<file path="src/rtl/pll_seq_pkg.sv">
// Shared types and default widths for the PLL configuration sweep sequencer.
package pll_seq_pkg;

    localparam int AW_DEF  = 8;
    localparam int CBW_DEF = 16;

    // state       | meaning
    // S_IDLE      | waiting for START
    // S_LOAD      | new address on PLL_ADDR, settling one cycle
    // S_PULSE     | PLL_CHG strobe to pll_ctrl
    // S_BLANK     | DRP reprogram time, lock ignored
    // S_WAIT_LOCK | waiting for synchronized lock, bounded by LOCK_TO
    // S_DWELL     | holding a locked step for DWELL cycles
    // S_NEXT      | compute next address or end the sweep
    // S_FINISH    | DONE pulse, back to idle
    typedef enum logic [2:0] {
        S_IDLE      = 3'd0,
        S_LOAD      = 3'd1,
        S_PULSE     = 3'd2,
        S_BLANK     = 3'd3,
        S_WAIT_LOCK = 3'd4,
        S_DWELL     = 3'd5,
        S_NEXT      = 3'd6,
        S_FINISH    = 3'd7
    } seq_state_t;

endpackage

</file>
<file path="src/rtl/pll_sweep_seq_if.sv">
// Control/status bundle between a sweep requester and pll_sweep_seq.
interface pll_sweep_seq_if #(
    parameter int AW  = 8,
    parameter int CBW = 16
);
    logic           start_i;
    logic           stop_i;
    logic [AW-1:0]  addr_first_i;
    logic [AW-1:0]  addr_last_i;
    logic [AW-1:0]  addr_step_i;
    logic [CBW-1:0] dwell_i;
    logic           lock_async_i;
    logic [AW-1:0]  pll_addr_o;
    logic           pll_chg_o;
    logic           busy_o;
    logic           step_done_o;
    logic           done_o;
    logic           err_o;
    logic [AW-1:0]  cur_step_o;

    modport master (
        output start_i, stop_i, addr_first_i, addr_last_i, addr_step_i, dwell_i, lock_async_i,
        input  pll_addr_o, pll_chg_o, busy_o, step_done_o, done_o, err_o, cur_step_o
    );

    modport slave (
        input  start_i, stop_i, addr_first_i, addr_last_i, addr_step_i, dwell_i, lock_async_i,
        output pll_addr_o, pll_chg_o, busy_o, step_done_o, done_o, err_o, cur_step_o
    );
endinterface

</file>
<file path="src/rtl/sync_2ff.sv">
// Two-flop synchronizer, async active-low reset to 0.
module sync_2ff (
    input  logic clk_i,
    input  logic rst_n_i,
    input  logic d_i,
    output logic q_o
);
    logic [1:0] sync_q;

    always_ff @(posedge clk_i or negedge rst_n_i) begin
        if (!rst_n_i) begin
            sync_q <= 2'b00;
        end else begin
            sync_q <= {sync_q[0], d_i};
        end
    end

    assign q_o = sync_q[1];
endmodule

</file>
<file path="src/rtl/pll_sweep_seq.sv">
// Steps pll_ctrl through a range of DRP configuration addresses, waiting for lock
// and dwelling on each step; reports per-step completion, end of sweep and lock timeouts.
module pll_sweep_seq
    import pll_seq_pkg::*;
#(
    parameter int            AW       = AW_DEF,
    parameter int            CBW      = CBW_DEF,
    parameter int            BLANK    = 255,
    parameter int            LOCK_TO  = 65535,
    parameter logic [AW-1:0] ADDR_RST = '0
) (
    input  logic             clk_i,
    input  logic             rst_n_i,
    pll_sweep_seq_if.slave   bus
);
    // A state lasting N cycles is loaded with N-1 and leaves on terminal count.
    localparam logic [CBW-1:0] BLANK_LD = CBW'(BLANK - 1);
    localparam logic [CBW-1:0] TO_LD    = CBW'(LOCK_TO - 1);

    seq_state_t     state_q, state_d;
    logic [CBW-1:0] cnt_q, cnt_d;
    logic [AW-1:0]  addr_q, addr_d;
    logic [AW-1:0]  last_q, last_d;
    logic [AW-1:0]  step_q, step_d;
    logic [CBW-1:0] dwell_q, dwell_d;
    logic [AW-1:0]  cur_q, cur_d;
    logic           abort_q, abort_d;
    logic           chg_q, chg_d;
    logic           busy_q, busy_d;
    logic           sd_q, sd_d;
    logic           done_q, done_d;
    logic           err_q, err_d;

    logic           lock_s;
    logic           cnt_tc;
    logic [AW:0]    nxt;
    logic           sweep_end;
    logic [CBW-1:0] dwell_ld;

    sync_2ff u_lock_sync (
        .clk_i   (clk_i),
        .rst_n_i (rst_n_i),
        .d_i     (bus.lock_async_i),
        .q_o     (lock_s)
    );

    assign cnt_tc    = (cnt_q == '0);
    assign nxt       = {1'b0, addr_q} + {1'b0, step_q};
    assign sweep_end = nxt[AW] || (nxt[AW-1:0] > last_q);
    assign dwell_ld  = (dwell_q == '0) ? '0 : dwell_q - CBW'(1);

    always_ff @(posedge clk_i or negedge rst_n_i) begin
        if (!rst_n_i) begin
            state_q <= S_IDLE;
            cnt_q   <= '0;
            addr_q  <= ADDR_RST;
            last_q  <= '0;
            step_q  <= '0;
            dwell_q <= '0;
            cur_q   <= '0;
            abort_q <= 1'b0;
            chg_q   <= 1'b0;
            busy_q  <= 1'b0;
            sd_q    <= 1'b0;
            done_q  <= 1'b0;
            err_q   <= 1'b0;
        end else begin
            state_q <= state_d;
            cnt_q   <= cnt_d;
            addr_q  <= addr_d;
            last_q  <= last_d;
            step_q  <= step_d;
            dwell_q <= dwell_d;
            cur_q   <= cur_d;
            abort_q <= abort_d;
            chg_q   <= chg_d;
            busy_q  <= busy_d;
            sd_q    <= sd_d;
            done_q  <= done_d;
            err_q   <= err_d;
        end
    end

    always_comb begin
        state_d = state_q;
        unique case (state_q)
            S_IDLE:      if (bus.start_i) state_d = S_LOAD;
            S_LOAD:      state_d = bus.stop_i ? S_FINISH : S_PULSE;
            S_PULSE:     state_d = S_BLANK;
            S_BLANK:     if (cnt_tc) state_d = S_WAIT_LOCK;
            S_WAIT_LOCK: begin
                // Lock takes priority over a timeout expiring in the same cycle.
                if (lock_s) begin
                    state_d = (abort_q || bus.stop_i) ? S_FINISH : S_DWELL;
                end else if (cnt_tc) begin
                    state_d = S_FINISH;
                end
            end
            S_DWELL: begin
                if (bus.stop_i || !lock_s) begin
                    state_d = S_FINISH;
                end else if (cnt_tc) begin
                    state_d = S_NEXT;
                end
            end
            S_NEXT:      state_d = (bus.stop_i || sweep_end) ? S_FINISH : S_LOAD;
            S_FINISH:    state_d = S_IDLE;
            default:     state_d = S_IDLE;
        endcase
    end

    always_comb begin
        cnt_d   = cnt_q;
        addr_d  = addr_q;
        last_d  = last_q;
        step_d  = step_q;
        dwell_d = dwell_q;
        cur_d   = cur_q;
        abort_d = abort_q;
        err_d   = err_q;

        if (state_q == S_IDLE && bus.start_i) begin
            addr_d  = bus.addr_first_i;
            last_d  = bus.addr_last_i;
            step_d  = (bus.addr_step_i == '0) ? AW'(1) : bus.addr_step_i;
            dwell_d = bus.dwell_i;
            cur_d   = '0;
            err_d   = 1'b0;
        end

        // Aborts requested while the PLL is reprogramming wait for WAIT_LOCK to resolve.
        if ((state_q == S_PULSE || state_q == S_BLANK || state_q == S_WAIT_LOCK) && bus.stop_i) begin
            abort_d = 1'b1;
        end
        if (state_q == S_FINISH) begin
            abort_d = 1'b0;
        end

        if ((state_q == S_WAIT_LOCK && !lock_s && cnt_tc) ||
            (state_q == S_DWELL && !bus.stop_i && !lock_s)) begin
            err_d = 1'b1;
        end

        if (state_q == S_NEXT && state_d == S_LOAD) begin
            addr_d = nxt[AW-1:0];
            cur_d  = cur_q + AW'(1);
        end

        if ((state_q == S_BLANK || state_q == S_WAIT_LOCK || state_q == S_DWELL) && !cnt_tc) begin
            cnt_d = cnt_q - CBW'(1);
        end
        if (state_d != state_q) begin
            unique case (state_d)
                S_BLANK:     cnt_d = BLANK_LD;
                S_WAIT_LOCK: cnt_d = TO_LD;
                S_DWELL:     cnt_d = dwell_ld;
                default:     ;
            endcase
        end

        chg_d  = (state_d == S_PULSE);
        busy_d = (state_d != S_IDLE) && (state_d != S_FINISH);
        sd_d   = (state_q == S_DWELL) && (state_d == S_NEXT);
        done_d = (state_d == S_FINISH);
    end

    assign bus.pll_addr_o  = addr_q;
    assign bus.pll_chg_o   = chg_q;
    assign bus.busy_o      = busy_q;
    assign bus.step_done_o = sd_q;
    assign bus.done_o      = done_q;
    assign bus.err_o       = err_q;
    assign bus.cur_step_o  = cur_q;
endmodule

</file>
<file path="src/flat_wrapper.sv">
// flat-port wrapper written by rule: the top's interface ports become plain ports
module pll_sweep_seq_flat import pll_seq_pkg::*;
#(
    parameter int            AW       = AW_DEF,
    parameter int            CBW      = CBW_DEF,
    parameter int            BLANK    = 255,
    parameter int            LOCK_TO  = 65535,
    parameter logic [AW-1:0] ADDR_RST = '0
)
  (clk_i, rst_n_i, bus_start_i, bus_stop_i, bus_addr_first_i, bus_addr_last_i, bus_addr_step_i, bus_dwell_i, bus_lock_async_i, bus_pll_addr_o, bus_pll_chg_o, bus_busy_o, bus_step_done_o, bus_done_o, bus_err_o, bus_cur_step_o);
  pll_sweep_seq_if #(.AW(AW), .CBW(CBW)) bus_i ();
  input  logic clk_i;
  input  logic rst_n_i;
  input wire logic [$bits(bus_i.start_i)-1:0] bus_start_i;
  input wire logic [$bits(bus_i.stop_i)-1:0] bus_stop_i;
  input wire logic [$bits(bus_i.addr_first_i)-1:0] bus_addr_first_i;
  input wire logic [$bits(bus_i.addr_last_i)-1:0] bus_addr_last_i;
  input wire logic [$bits(bus_i.addr_step_i)-1:0] bus_addr_step_i;
  input wire logic [$bits(bus_i.dwell_i)-1:0] bus_dwell_i;
  input wire logic [$bits(bus_i.lock_async_i)-1:0] bus_lock_async_i;
  output wire logic [$bits(bus_i.pll_addr_o)-1:0] bus_pll_addr_o;
  output wire logic [$bits(bus_i.pll_chg_o)-1:0] bus_pll_chg_o;
  output wire logic [$bits(bus_i.busy_o)-1:0] bus_busy_o;
  output wire logic [$bits(bus_i.step_done_o)-1:0] bus_step_done_o;
  output wire logic [$bits(bus_i.done_o)-1:0] bus_done_o;
  output wire logic [$bits(bus_i.err_o)-1:0] bus_err_o;
  output wire logic [$bits(bus_i.cur_step_o)-1:0] bus_cur_step_o;
  assign bus_i.start_i = bus_start_i;
  assign bus_i.stop_i = bus_stop_i;
  assign bus_i.addr_first_i = bus_addr_first_i;
  assign bus_i.addr_last_i = bus_addr_last_i;
  assign bus_i.addr_step_i = bus_addr_step_i;
  assign bus_i.dwell_i = bus_dwell_i;
  assign bus_i.lock_async_i = bus_lock_async_i;
  assign bus_pll_addr_o = bus_i.pll_addr_o;
  assign bus_pll_chg_o = bus_i.pll_chg_o;
  assign bus_busy_o = bus_i.busy_o;
  assign bus_step_done_o = bus_i.step_done_o;
  assign bus_done_o = bus_i.done_o;
  assign bus_err_o = bus_i.err_o;
  assign bus_cur_step_o = bus_i.cur_step_o;
  pll_sweep_seq #(.AW(AW), .CBW(CBW), .BLANK(BLANK), .LOCK_TO(LOCK_TO), .ADDR_RST(ADDR_RST)) u_core (.clk_i(clk_i), .rst_n_i(rst_n_i), .bus(bus_i));
endmodule
</file>
<file path="config.mk">
export PLATFORM = sky130hd
export DESIGN_NAME = pll_sweep_seq_flat
export DESIGN_NICKNAME = d
export VERILOG_FILES = /design/src/rtl/pll_seq_pkg.sv /design/src/rtl/pll_sweep_seq_if.sv /design/src/rtl/sync_2ff.sv /design/src/rtl/pll_sweep_seq.sv /design/src/flat_wrapper.sv
export SDC_FILE = /design/constraint.sdc
export NUM_CORES = 1
export LEC_CHECK = 0
export CAP_MARGIN = 30
export CORE_MARGIN = 8
export CORE_UTILIZATION = 45
export CTS_BUF_LIST = sky130_fd_sc_hd__clkbuf_16
export DETAILED_ROUTE_END_ITERATION = 12
export PLACE_DENSITY = 0.71
export RECOVER_POWER = 100
export SLEW_MARGIN = 0
export SYNTH_ARGS = -nofsm -noshare
export SYNTH_HDL_FRONTEND = slang
export SYNTH_SLANG_ARGS = --single-unit
</file>
<file path="constraint.sdc">
create_clock -name clk_i -period 12.3 [get_ports clk_i]
set_input_delay 2.46 -clock clk_i [delete_from_list [all_inputs] [get_ports clk_i]]
set_output_delay 2.46 -clock clk_i [all_outputs]
set_load 0.02 [all_outputs]
</file>
Word-level counts from Yosys, hierarchy flattened

Cells that the tools add are included.
Widths: inputs -> output; s select.

$add $sub $neg: 4
$mul: 0
Divide/modulo/power cells: 0
Magnitude comparators: 1
Eq/ne operators: 16
Shift-type cells: 0
Multiplexer cells: 23
Bitwise gates (word level): 0
Reduce and logical (&&, ||, !) cells: 30

Operators by type and width:

| cell                  | count |
|---|---|
| $mux 16               | 3 |
| $pmux 16 s3           | 1 |
| $mux 8                | 5 |
| $logic_not 16->1      | 2 |
| $sub 16x1->16 const B | 2 |
| $eq 3x3->1 const B    | 8 |
| $mux 3                | 8 |
| $pmux 3 s8            | 1 |
| $eq 3x2->1 const B    | 4 |
| $logic_and 1x1->1     | 10 |
| $add 8x8->9           | 1 |
| $logic_or 1x1->1      | 9 |
| $add 8x1->8 const B   | 1 |
| $gt 8x8->1            | 1 |
| $logic_not 8->1       | 1 |
| $eq 3x1->1 const B    | 2 |
| $reduce_bool 2->1     | 3 |
| $mux 1                | 4 |
| $logic_not 1->1       | 3 |
| $logic_not 3->1       | 1 |
| $ne 3x3->1            | 1 |
| $ne 3x3->1 const B    | 1 |
| $reduce_bool 3->1     | 1 |
| $mux 2                | 1 |

Register bits: 75
Latch bits: 0
Memory bits (writable): 0
Memory bits (read-only): 0
Input port bits: 45
Output and inout port bits: 21
Word-level logic and storage cells: 88
Memories kept: 0

Logic depth before layout (Yosys ltp)

Gate-level depths: netlist of run 1.

Depth after elaboration: 9
Mapped depth: 18

Cells and area by module

Synthesis of run 1 repeated with hierarchy kept, for this count alone.

Cells, all modules: 478
Area, all modules: 4,246.6 um^2

Modules (own cells, without submodules):

| module        | instances | cells an instance | area an instance (um^2) | sequential area each (um^2) |
|---|---|---|---|---|
| pll_sweep_seq | 1         | 476               | 4,196.5                 | 1,826.8 |
| sync_2ff      | 1         | 2                 | 50.0                    | 50.0 |

Worst setup path after synthesis of run 1

No wires, ideal clock.

Path type: in2reg
Start point: in bus_stop_i
End point: reg u_core.cnt_q[12]
Setup time: 0.149 ns
Arrival: 4.122 ns
Required time: 12.151 ns
Path slack: 8.029 ns
Stages on the path: 9
Buffers on the path: 2
Cells stage by stage: and2b_2 > nor2_1 > o311a_1 > or4b_1 > a211o_1 > buf_6 > nand2_8 > buf_12 > o22ai_1

Cells in the longest elaborated chain, start to end: 7
Elaborated cells on any way between the ends: 15
Those cells by class: eq/ne (4); mux (8); reduce/logical (3)

RTL lines:

| item                                     | RTL line             | text |
|---|---|---|
| start, declared                          | flat_wrapper.sv:15   | `input wire logic [$bits(bus_i.stop_i)-1:0] bus_stop_i;` |
| $logic_or 1x1->1                         | pll_sweep_seq.sv:94  | `state_d = (abort_q \|\| bus.stop_i) ? S_FINISH : S_DWELL;` |
| $mux 2                                   | pll_sweep_seq.sv:94  |  |
| $mux 3                                   | pll_sweep_seq.sv:93  | `if (lock_s) begin` |
| $pmux 3 s8 (*)                           | pll_sweep_seq.sv:86  | `unique case (state_q)` |
| $eq 3x3->1 or $eq 3x2->1 (tied branches) | pll_sweep_seq.sv:153 | `unique case (state_d)` |
| $pmux 16 s3                              | pll_sweep_seq.sv:153 |  |
| $mux 16 (*)                              | pll_sweep_seq.sv:152 | `if (state_d != state_q) begin` |
| via u_core.cnt_d[12]                     | pll_sweep_seq.sv:21  | `logic [CBW-1:0] cnt_q, cnt_d;` |
| end signal, assigned                     | pll_sweep_seq.sv:69  | `cnt_q <= cnt_d;` |
| end, declared                            | pll_sweep_seq.sv:21  |  |

The timed path passes the listed nets; every way through them passes the cells marked *.
A chain may end at the register's enable or synchronous reset.

==> impl_metrics.csv, run 1 <==
group,metric,value,unit
power_and_ir_drop,seq_power_share,38.8,%
placement,port-buffer-count,65,
cts,htreeDepth,3,
layout,final_area,5368,µm²
logic_synthesis,avgSynthCellArea,8.896,µm²
power_and_ir_drop,p_int,0.0006371,W
layout,layout_commonest_cell,"nand2_1",
global_route,grt_use_total,17.15,%
worst_setup_path,end_kind,"asynchronous set/reset pin",
cts,cts.sinks,75,
logic_synthesis,synth_warnings,0,
layout,layout_common_cells,"115 x nand2_1, 75 x dfrtp_1, 40 x clkdlybuf4s50_1",
worst_setup_path,worstPathRequired,11820,ps
placement,dp_slack,7262,ps
placement,globalplace.congestion,0.8935,
worst_setup_path,cp.arrival,5490,ps
run,drv_cap,2,
outcome,run_status,"finished with violations",
sta,slew_headroom,-164.5,%
cts,cts_resized,0,
cts,ctsHoldBuffers,0,
sta,post-route-period-util,48.61,%
logic_synthesis,synth_edf_count,0,
placement,placed_area,5152,µm²
cts,root_buffer,"clkbuf_16",
sta,tns,0,ps
cts,insertion_delay,330,ps
logic_synthesis,synthCells,501,
global_route,antenna_found_initial,0,
route,drtPass1Iterations,4,
cts,cts_buffers,9,
global_route,overflow,0,
floorplanning,die_w,115.5,µm
floorplanning,initial_core_util,46.02,%
worst_setup_path,critPathMaxFanout,74,
floorplanning,die-area,13340,µm²
route,ant_nets,0,
sta,setup_viol,0,
logic_synthesis,synth_seq_cells,75,
layout,drive_gt1_share,4.417,%
route,wl_per_cell,16.04,µm
route,vias_per_cell,5.475,
route,wl,11210,µm
route,drt_iter0_drc,208,
route,vias,3827,
layout,nets,627,
cts,post_cts.repair.setup_buffers,0,
sta,fin_skew,7.422,ps
layout,syn_to_final_growth,20.44,%
power_and_ir_drop,power_density,191.6,nW/µm²
power_and_ir_drop,leakagePower,2.467,nW
global_route,grt_pass1_wl,18390,µm
logic_synthesis,yosys.area.top_type,"dfrtp_1",
min_path,worstHoldPathType,"register to register",
power_and_ir_drop,switching_share,38.06,%
placement,dp.cells,682,
power_and_ir_drop,power.switching,0.0003916,W
sta,fin_ws,6321,ps
cts,path_clk_slew,60,ps
power_and_ir_drop,total_power,0.001029,W
placement,hpwl,8204,µm
logic_synthesis,synth_top_area_share,42.11,%
floorplanning,row_count,36,
sta,period_minus_slack,5979,ps
logic_synthesis,seq_area_frac_synth,42.11,%
logic_synthesis,ys_types,69,
sta,rsz0062_at_grt,"no",
logic_synthesis,syn_nets,567,
sta,hold_viol_final,0,
global_route,grt_pass1_vias,3771,
logic_synthesis,async_reset_ff_share,100.0,%
sta,fmax,0.1673,GHz
outcome,violations,"capacitance limit, slew limit",
floorplanning,ios,66,
route,drc,0,
layout,final_cells,699,
logic_synthesis,synth_ff_type,"dfrtp_1",
floorplanning,die_y,115.5,µm
sta,maxSlewViolCount,128,
cts,cts_tree,"yes",
sta,tightestPinTransition,3968,ps
power_and_ir_drop,ir_drop,0.08542,mV
worst_setup_path,critical_path_class,"input pin to asynchronous set/reset pin",
logic_synthesis,ys_top_cells_by_area,"dfrtp_1 42%, nand2_1 9.6%, ha_1 5.6%, xor2_1 3.5%, xnor2_1 3.1%",
power_and_ir_drop,combPwrFrac,38.7,%
cts,clockBufferDepth,2,
layout,diodes,0,
floorplanning,design.core.area,9684,µm²
logic_synthesis,syn_area,4457,µm²
power_and_ir_drop,p_clk_share,22.5,%
worst_setup_path,startpoint_type,"input pin",
global_route,grt_max_degree,76,
power by group through the flow:
| stage | logic [W] | clock network [W] | registers (W) |
|---|---|---|---|
| finish | 0.000398 | 0.000232 | 0.000399 |
| global route | 0.000449 | 0.000244 | 0.000409 |
| CTS | 0.000403 | 0.000235 | 0.000399 |
| detailed placement | 0.000398 | 0 | 0.000401 |
| global placement | 0.000383 | 0 | 0.000396 |
| floorplan | 0.000271 | 0 | 0.000398 |
registers in the layout, summed over array words and instances, names as in the netlist, 2 cells and up:
name	flops
u_core.cnt_q	16
u_core.bus.pll_addr_o	8
u_core.step_q	8
u_core.u_lock_sync.sync_q	2
u_core.state_q	3
u_core.last_q	8
u_core.dwell_q	16
u_core.bus.cur_step_o	8
routing by layer:
metal	global-route usage (%)	up-vias	routed length, µm	part of all wire [%]
li1	-	1880	-	-
met1	23.31	1820	5345	48
met2	26.36	108	5058	45
met3	3.283	19	625	5.6
met4	6.655	0	181	1.6
met5	0	-	0	0
path summary, 6_finish.rpt:
| path | from | to | slack, ps | cells past startpoint |
|---|---|---|---|---|
| setup / recovery | rst_n_i | u_core.cnt_q[9]$_DFF_PN0_ | 6320 | 3 |
| hold / removal | u_core.u_lock_sync.sync_q[0]$_DFF_PN0_ | u_core.u_lock_sync.sync_q[1]$_DFF_PN0_ | 350 | 0 |
| setup reg to reg | u_core.bus.pll_addr_o[1]$_DFFE_PN0P_ | u_core.cnt_q[12]$_DFF_PN0_ | 7690 | 15 |
| hold reg to reg | u_core.u_lock_sync.sync_q[0]$_DFF_PN0_ | u_core.u_lock_sync.sync_q[1]$_DFF_PN0_ | 350 | 0 |
| max in group clk_i | bus_start_i | u_core.bus.pll_addr_o[7]$_DFFE_PN0P_ | 6670 | 6 |
| min in group asynchronous | rst_n_i | u_core.step_q[0]$_DFFE_PN0P_ | 1980 | 2 |
critical path, stage by stage:
cell and delay [ps]:
buf_2 70, clkbuf_1 110, clkbuf_1 2780
logic make-up after synthesis:
kind of cell,after synthesis,share of synthesized area [%]
and+or+nand+nor,226,24.59
AOI/OAI and AO/OA,104,15.08
DFF,75,42.11
buffers and inverters,40,5.250
xor gates and xnor gates,34,6.682
adders and majority gates,21,6.064
muxes,1,0.2246
per-stage QoR:
stage               utilization (%)  hold slack (ps)
finish                        55.43            354.1
detailed placement            53.20            347.2
floorplan                         -            331.2
global route                  55.43            364.1
global placement              52.92            341.7
CTS                           55.89            360.9
area by class of cell:
cell class,count,area (µm²)
clock inverter,7,35.03
tap,133,166.4
fill,909,4317
multi-input combinational,386,2328
clock buffer,9,225.2
sequential,75,1877
inverter,20,75.07
timing repair buffer,69,660.6
cell usage after synthesis (3+ instances only):
cell type	number
a21o_1	5
a21oi_1	25
a22oi_1	3
a31oi_1	5
and3_1	3
clkbuf_1	9
clkbuf_8	4
dfrtp_1	75
ha_1	20
inv_1	20
nand2_1	114
nand3_1	14
nand4_1	4
nor2_1	30
nor2b_1	5
nor3_1	18
nor4_1	11
o21ai_0	24
o22a_1	6
o22ai_1	8
xnor2_1	16
xor2_1	18
Note: power is estimated with default switching activity, not from simulation.
==> run 2, diff against run 1 <==
==> constraint.sdc (replaced) <==
create_clock -name clk_i -period 5.7 [get_ports clk_i]
set_input_delay 1.14 -clock clk_i [delete_from_list [all_inputs] [get_ports clk_i]]
set_output_delay 1.14 -clock clk_i [all_outputs]
set_load 0.02 [all_outputs]
==> run 2 against run 1 <==
  * The run still ends with capacitance limit, slew limit left
  * Critical path depth increased by 12
  * Cell area rose by 1.1%
  * Critical endpoint is now u_core.cnt_q[12]$_DFF_PN0_
  * Critical path type is now register to register
  * Combinational power up 120%
  * Clock-buffer cell count stayed put
==> impl_metrics.csv, run 2 (same netlist as run 1, synthesis figures left out) <==
group,metric,value,unit
floorplanning,die_w,115.5,µm
power_and_ir_drop,power.switching,0.0008472,W
cts,cts_resized,0,
worst_setup_path,end_kind,"register",
global_route,grt_util_met3,3.700,%
worst_setup_path,startpoint_type,"register",
cts,ctsHoldBuffers,0,
sta,maxSlewViolCount,53,
power_and_ir_drop,p_clk_share,24.5,%
min_path,worstHoldPathType,"register to register",
outcome,run_status,"finished with violations",
global_route,grt_max_degree,76,
sta,period_minus_slack,4556,ps
sta,worst_hold_slack,353.5,ps
worst_setup_path,worst-path-buf-inv,0,
global_route,grt_use_total,17.08,%
sta,hold_viol_final,0,
layout,postLayoutCoreUtil,56.02,%
sta,rsz0062_at_grt,"no",
layout,diodes,0,
global_route,antenna_found_initial,0,
worst_setup_path,max_stage_delay,750,ps
route,drtPass1Iterations,5,
run,drv_cap,1,
route,vias,3782,
sta,slew_headroom,-39.86,%
cts,post_cts.repair.setup_buffers,0,
layout,layout_commonest_cell,"nand2_1",
layout,syn_to_final_growth,21.73,%
cts,root_buffer,"clkbuf_16",
global_route,grt_pass1_vias,3779,
power_and_ir_drop,ir_drop,0.1963,mV
min_path,hold_depth,0,
route,drt_iter0_drc,266,
global_route,grt.busiest_layer,"met2",
layout,layout_common_cells,"115 x nand2_1, 75 x dfrtp_1, 40 x clkdlybuf4s50_1",
sta,post-route-period-util,79.93,%
placement,dp.cells,682,
cts,clockBufferDepth,2,
worst_setup_path,cp_top_family,"compound AO/OA/AOI/OAI gates",
route,wl,10780,µm
layout,final_cells,699,
worst_setup_path,cp.arrival,4720,ps
worst_setup_path,cp_slowest_cell,"or4_2",
outcome,violations,"capacitance limit, slew limit",
sta,tns,0,ps
global_route,grt_pass1_wl,18160,µm
global_route,overflow,0,
floorplanning,die_y,115.5,µm
cts,htreeDepth,3,
layout,reg_top3,"u_core.cnt_q (16), u_core.dwell_q (16)",
cts,cts.sinks,75,
sta,tightestPinTransition,2098,ps
worst_setup_path,critPathMaxFanout,14,
power_and_ir_drop,seq_power_share,37.6,%
global_route,gr-usage-met2,26.09,%
cts,cts_tree,"yes",
floorplanning,die-area,13340,µm²
floorplanning,row_count,36,
worst_setup_path,ff2ff_path_depth,15,
sta,fmax,0.2195,GHz
layout,nets,627,
placement,hpwl,8016,µm
route,drc,0,
worst_setup_path,worstPathRequired,5870,ps
global_route,use_met1,23.00,%
power_and_ir_drop,combPwrFrac,37.9,%
placement,port-buffer-count,65,
route,ant_nets,0,
worst_setup_path,critical_path_class,"register to register",
power_and_ir_drop,switching_share,37.24,%
sta,setup_viol,0,
worst_setup_path,cp.depth,15,
cts,insertion_delay,330,ps
floorplanning,design.core.area,9684,µm²
layout,drive_gt1_share,5.124,%
floorplanning,initial_core_util,46.02,%
sta,fin_skew,10.12,ps
cts,path_clk_slew,60,ps
cts,cts_buffers,9,
route,vias_per_cell,5.411,
worst_setup_path,worstPathCellList,"ha_1 > a21o_1 > a21oi_1 > nor2b_1 > o21a_1 > o41a_1 > xor2_1 > ha_1 > nand4_1 > nor2_1 > a21oi_1 > or4_2 > a211o_1 > nand2_1 > o22ai_1",
power_and_ir_drop,leakagePower,2.498,nW
power_and_ir_drop,p_int,0.001428,W
route,wl_per_cell,15.43,µm
floorplanning,ios,66,
power_and_ir_drop,power_density,419.4,nW/µm²
placement,globalplace.congestion,0.8678,
-- run 2: worst register-to-register path, stage by stage, from the launching register on --
cell and delay, ps:
dfrtp_1 430, ha_1 310, a21o_1 150, a21oi_1 220, nor2b_1 70, o21a_1 180, o41a_1 320, xor2_1 160
ha_1 340, nand4_1 130, nor2_1 160, a21oi_1 80, or4_2 750, a211o_1 470, nand2_1 430, o22ai_1 170
-- run 2: power groups by stage --
stage / combinational [W] / clock [W] / sequential, W
4_1_cts: 0.000876 / 0.000570 / 0.000855
6_report: 0.000861 / 0.000558 / 0.000856
5_1_grt: 0.000978 / 0.000597 / 0.000879
2_1_floorplan: 0.000584 / 0 / 0.000858
3_3_place_gp: 0.000829 / 0 / 0.000853
3_5_place_dp: 0.000865 / 0 / 0.000862
-- run 2: routing by layer --
metal | vias to the layer above | share of wire, % | wire, µm
met1 | 1757 | 48 | 5186
li1 | 1882 | - | -
met2 | 125 | 44 | 4765
met4 | 0 | 1.7 | 185
met3 | 18 | 6.0 | 645
met5 | - | 0 | 0
-- run 2: per-stage QoR --
stage / setup WS, ps / total power [W] / cell area (µm²)
detailed placement: 1438 / 0.001727 / 5152
global placement: 1605 / 0.001682 / 5125
finish: 1144 / 0.002275 / 5425
global route: 903.7 / 0.002454 / 5425
floorplan: 1629 / 0.001442 / 4457
CTS: 1398 / 0.002300 / 5445
-- run 2: path summary, 6_finish.rpt --
check	to	startpoint	slack (ps)
worst max-delay path	u_core.cnt_q[12]$_DFF_PN0_	u_core.bus.pll_addr_o[1]$_DFFE_PN0P_	1140
min in group asynchronous	u_core.bus.pll_addr_o[0]$_DFFE_PN0P_	rst_n_i	770
worst min register to register	u_core.u_lock_sync.sync_q[1]$_DFF_PN0_	u_core.u_lock_sync.sync_q[0]$_DFF_PN0_	350
worst min-delay path	u_core.u_lock_sync.sync_q[1]$_DFF_PN0_	u_core.u_lock_sync.sync_q[0]$_DFF_PN0_	350
max in group asynchronous	u_core.cnt_q[1]$_DFF_PN0_	rst_n_i	4280
worst max register to register	u_core.cnt_q[12]$_DFF_PN0_	u_core.bus.pll_addr_o[1]$_DFFE_PN0P_	1140
-- run 2: area by class of cell --
cell class	instances	area, µm²
Fill cell	890	4259
Multi-Input combinational cell	386	2330
Sequential cell	75	1877
Timing Repair Buffer	69	684.4
Clock buffer	9	225.2
Tap cell	133	166.4
Inverter	20	75.07
Clock inverter	7	67.56
==> run 3, diff against run 2 <==
==> constraint.sdc (replaced) <==
create_clock -name clk_i -period 4.4 [get_ports clk_i]
set_input_delay 0.88 -clock clk_i [delete_from_list [all_inputs] [get_ports clk_i]]
set_output_delay 0.88 -clock clk_i [all_outputs]
set_load 0.02 [all_outputs]
==> run 3 against run 2 <==
  * The flow still finishes with violations (capacitance limit, slew limit)
  * Clock power is 42% higher
  * Register-to-register slack worse by 840 ps
  * Cell area is 1.1% higher
  * Largest power group unchanged
  * Combinational power is 30% higher
  * Worst hold slack worse by 3.8 ps
  * First-iteration DRC count is 31% lower
  * Die area stayed put
  * Critical path depth stayed put
  * Highest routed layer unchanged
==> impl_metrics.csv, run 3 (same netlist as run 1, synthesis figures left out) <==
group,metric,value,unit
global_route,grt_use_total,17.48,%
outcome,violations,"capacitance limit, slew limit",
sta,period_minus_slack,4096,ps
sta,hold_viol_final,0,
layout,drive_gt1_share,6.018,%
power_and_ir_drop,power_density,549.1,nW/µm²
min_path,worstHoldPathType,"register to register",
placement,port-buffer-count,65,
placement,hpwl,8092,µm
global_route,grt_pass1_wl,18680,µm
worst_setup_path,cp.arrival,4280,ps
placement,globalplace.congestion,0.8560,
floorplanning,die_w,115.5,µm
route,vias_per_cell,5.417,
sta,post-route-period-util,93.10,%
route,drt_iter0_drc,184,
layout,layout_common_cells,"114 x nand2_1, 75 x dfrtp_1, 42 x clkdlybuf4s50_1",
sta,maxSlewViolCount,37,
global_route,overflow,0,
cts,ctsHoldBuffers,0,
floorplanning,die-area,13340,µm²
layout,syn_to_final_growth,23.10,%
layout,final_area,5487,µm²
route,ant_nets,0,
cts,path_clk_slew,60,ps
cts,cts.sinks,75,
cts,htreeDepth,3,
floorplanning,die_y,115.5,µm
power_and_ir_drop,ir_drop,0.2500,mV
layout,fillers,874,
placement,placed_area,5152,µm²
route,drc,0,
floorplanning,initial_core_util,46.02,%
global_route,antenna_found_initial,0,
sta,worst_hold_slack,349.7,ps
sta,tightestPinTransition,1978,ps
layout,layout_commonest_cell,"nand2_1",
sta,slew_headroom,-31.89,%
cts,root_buffer,"clkbuf_16",
cts,insertion_delay,330,ps
power_and_ir_drop,leakagePower,2.512,nW
sta,rsz0062_at_grt,"yes",
worst_setup_path,max_stage_delay,530,ps
worst_setup_path,cp_top_family,"simple AND/OR/NAND/NOR gates",
worst_setup_path,startpoint_type,"register",
worst_setup_path,worstPathRequired,4580,ps
sta,setup_viol,0,
floorplanning,ios,66,
cts,cts_buffers,9,
layout,reg_top3,"u_core.cnt_q (16), u_core.dwell_q (16)",
route,wl_per_cell,15.75,µm
run,drv_cap,1,
power_and_ir_drop,total_power,0.003013,W
layout,nets,626,
cts,clockBufferDepth,2,
worst_setup_path,critPathMaxFanout,15,
route,drtPass1Iterations,5,
cts,cts_tree,"yes",
global_route,grt_pass1_vias,3846,
worst_setup_path,worst-path-buf-inv,0,
worst_setup_path,worstPathCellList,"ha_1 > a21o_1 > a21oi_1 > nor2b_1 > o21a_1 > o41a_1 > xor2_1 > ha_1 > nand4_1 > nor2_1 > a21oi_1 > nor4_1 > nand2_1 > nor2_1 > a31oi_1",
floorplanning,design.core.area,9684,µm²
global_route,grt_max_degree,51,
floorplanning,row_count,36,
worst_setup_path,critical_path_class,"register to register",
route,vias,3781,
outcome,run_status,"finished with violations",
route,wl,10990,µm
worst_setup_path,cp_slowest_cell,"nor4_1",
layout,diodes,0,
sta,fin_skew,9.687,ps
worst_setup_path,end_kind,"register",
sta,fmax,0.2441,GHz
run 3: changes by cell type in the layout (fill, tap and decap cells not counted), moves of 2 or more:
cell,before,now
clkinvlp_4,1,3
clkdlybuf4s50_1,40,42
dlygate4sd3_1,24,22
clkbuf_1,3,1
clkinv_1,2,0
run 3: layout make-up:
type                       instances  area (µm²)  share of cell area (%)
multi-input combinational        386        2359                   42.99
clock inverter                     7       100.1                   1.824
inverter                          20       75.07                   1.368
timing repair buffer              68       684.4                   12.47
sequential                        75        1877                   34.21
tap                              133       166.4                   3.033
clock buffer                       9       225.2                   4.105
run 3: power breakdown:
part	switching, W	internal (W)
sequential	0.000197	0.000906
clock	0.000291	0.000500
combinational	0.000611	0.000507
total	0.00110	0.00191
run 3: path summary, 6_finish.rpt:
check | slack, ps | to | startpoint | cells past startpoint
worst max register to register | 300 | u_core.bus.pll_addr_o[6]$_DFFE_PN0P_ | u_core.bus.pll_addr_o[1]$_DFFE_PN0P_ | 15
worst min-delay path | 350 | u_core.u_lock_sync.sync_q[1]$_DFF_PN0_ | u_core.u_lock_sync.sync_q[0]$_DFF_PN0_ | 0
worst min register to register | 350 | u_core.u_lock_sync.sync_q[1]$_DFF_PN0_ | u_core.u_lock_sync.sync_q[0]$_DFF_PN0_ | 0
worst max-delay path | 300 | u_core.bus.pll_addr_o[6]$_DFFE_PN0P_ | u_core.bus.pll_addr_o[1]$_DFFE_PN0P_ | 15
min in group asynchronous | 1100 | u_core.step_q[4]$_DFFE_PN0P_ | rst_n_i | 1
max in group asynchronous | 1470 | u_core.cnt_q[9]$_DFF_PN0_ | rst_n_i | 2
run 3: repair_timing:
action / in CTS / in global routing
buffers inserted: 0 / 0
resized for setup: 0 / 4
setup endpoints to repair: 0 / 28
run 3: metal layers:
| layer | track usage (%) | vias up | routed length (µm) |
|---|---|---|---|
| met5 | 0 | - | 0 |
| met4 | 5.604 | 0 | 119 |
| met3 | 4.065 | 11 | 664 |
| met2 | 27.13 | 108 | 5002 |
| met1 | 23.51 | 1787 | 5208 |
| li1 | - | 1875 | - |
run 3: metrics by stage:
step	instances	setup WS [ps]	setup TNS [ps]	utilization [%]
floorplan	501	328.5	0	-
global placement	681	314.4	0	52.92
detailed placement	682	142.1	0	53.20
CTS	698	109.4	0	56.56
global route	698	-61.60	-216.9	56.65
finish	698	303.7	0	56.65
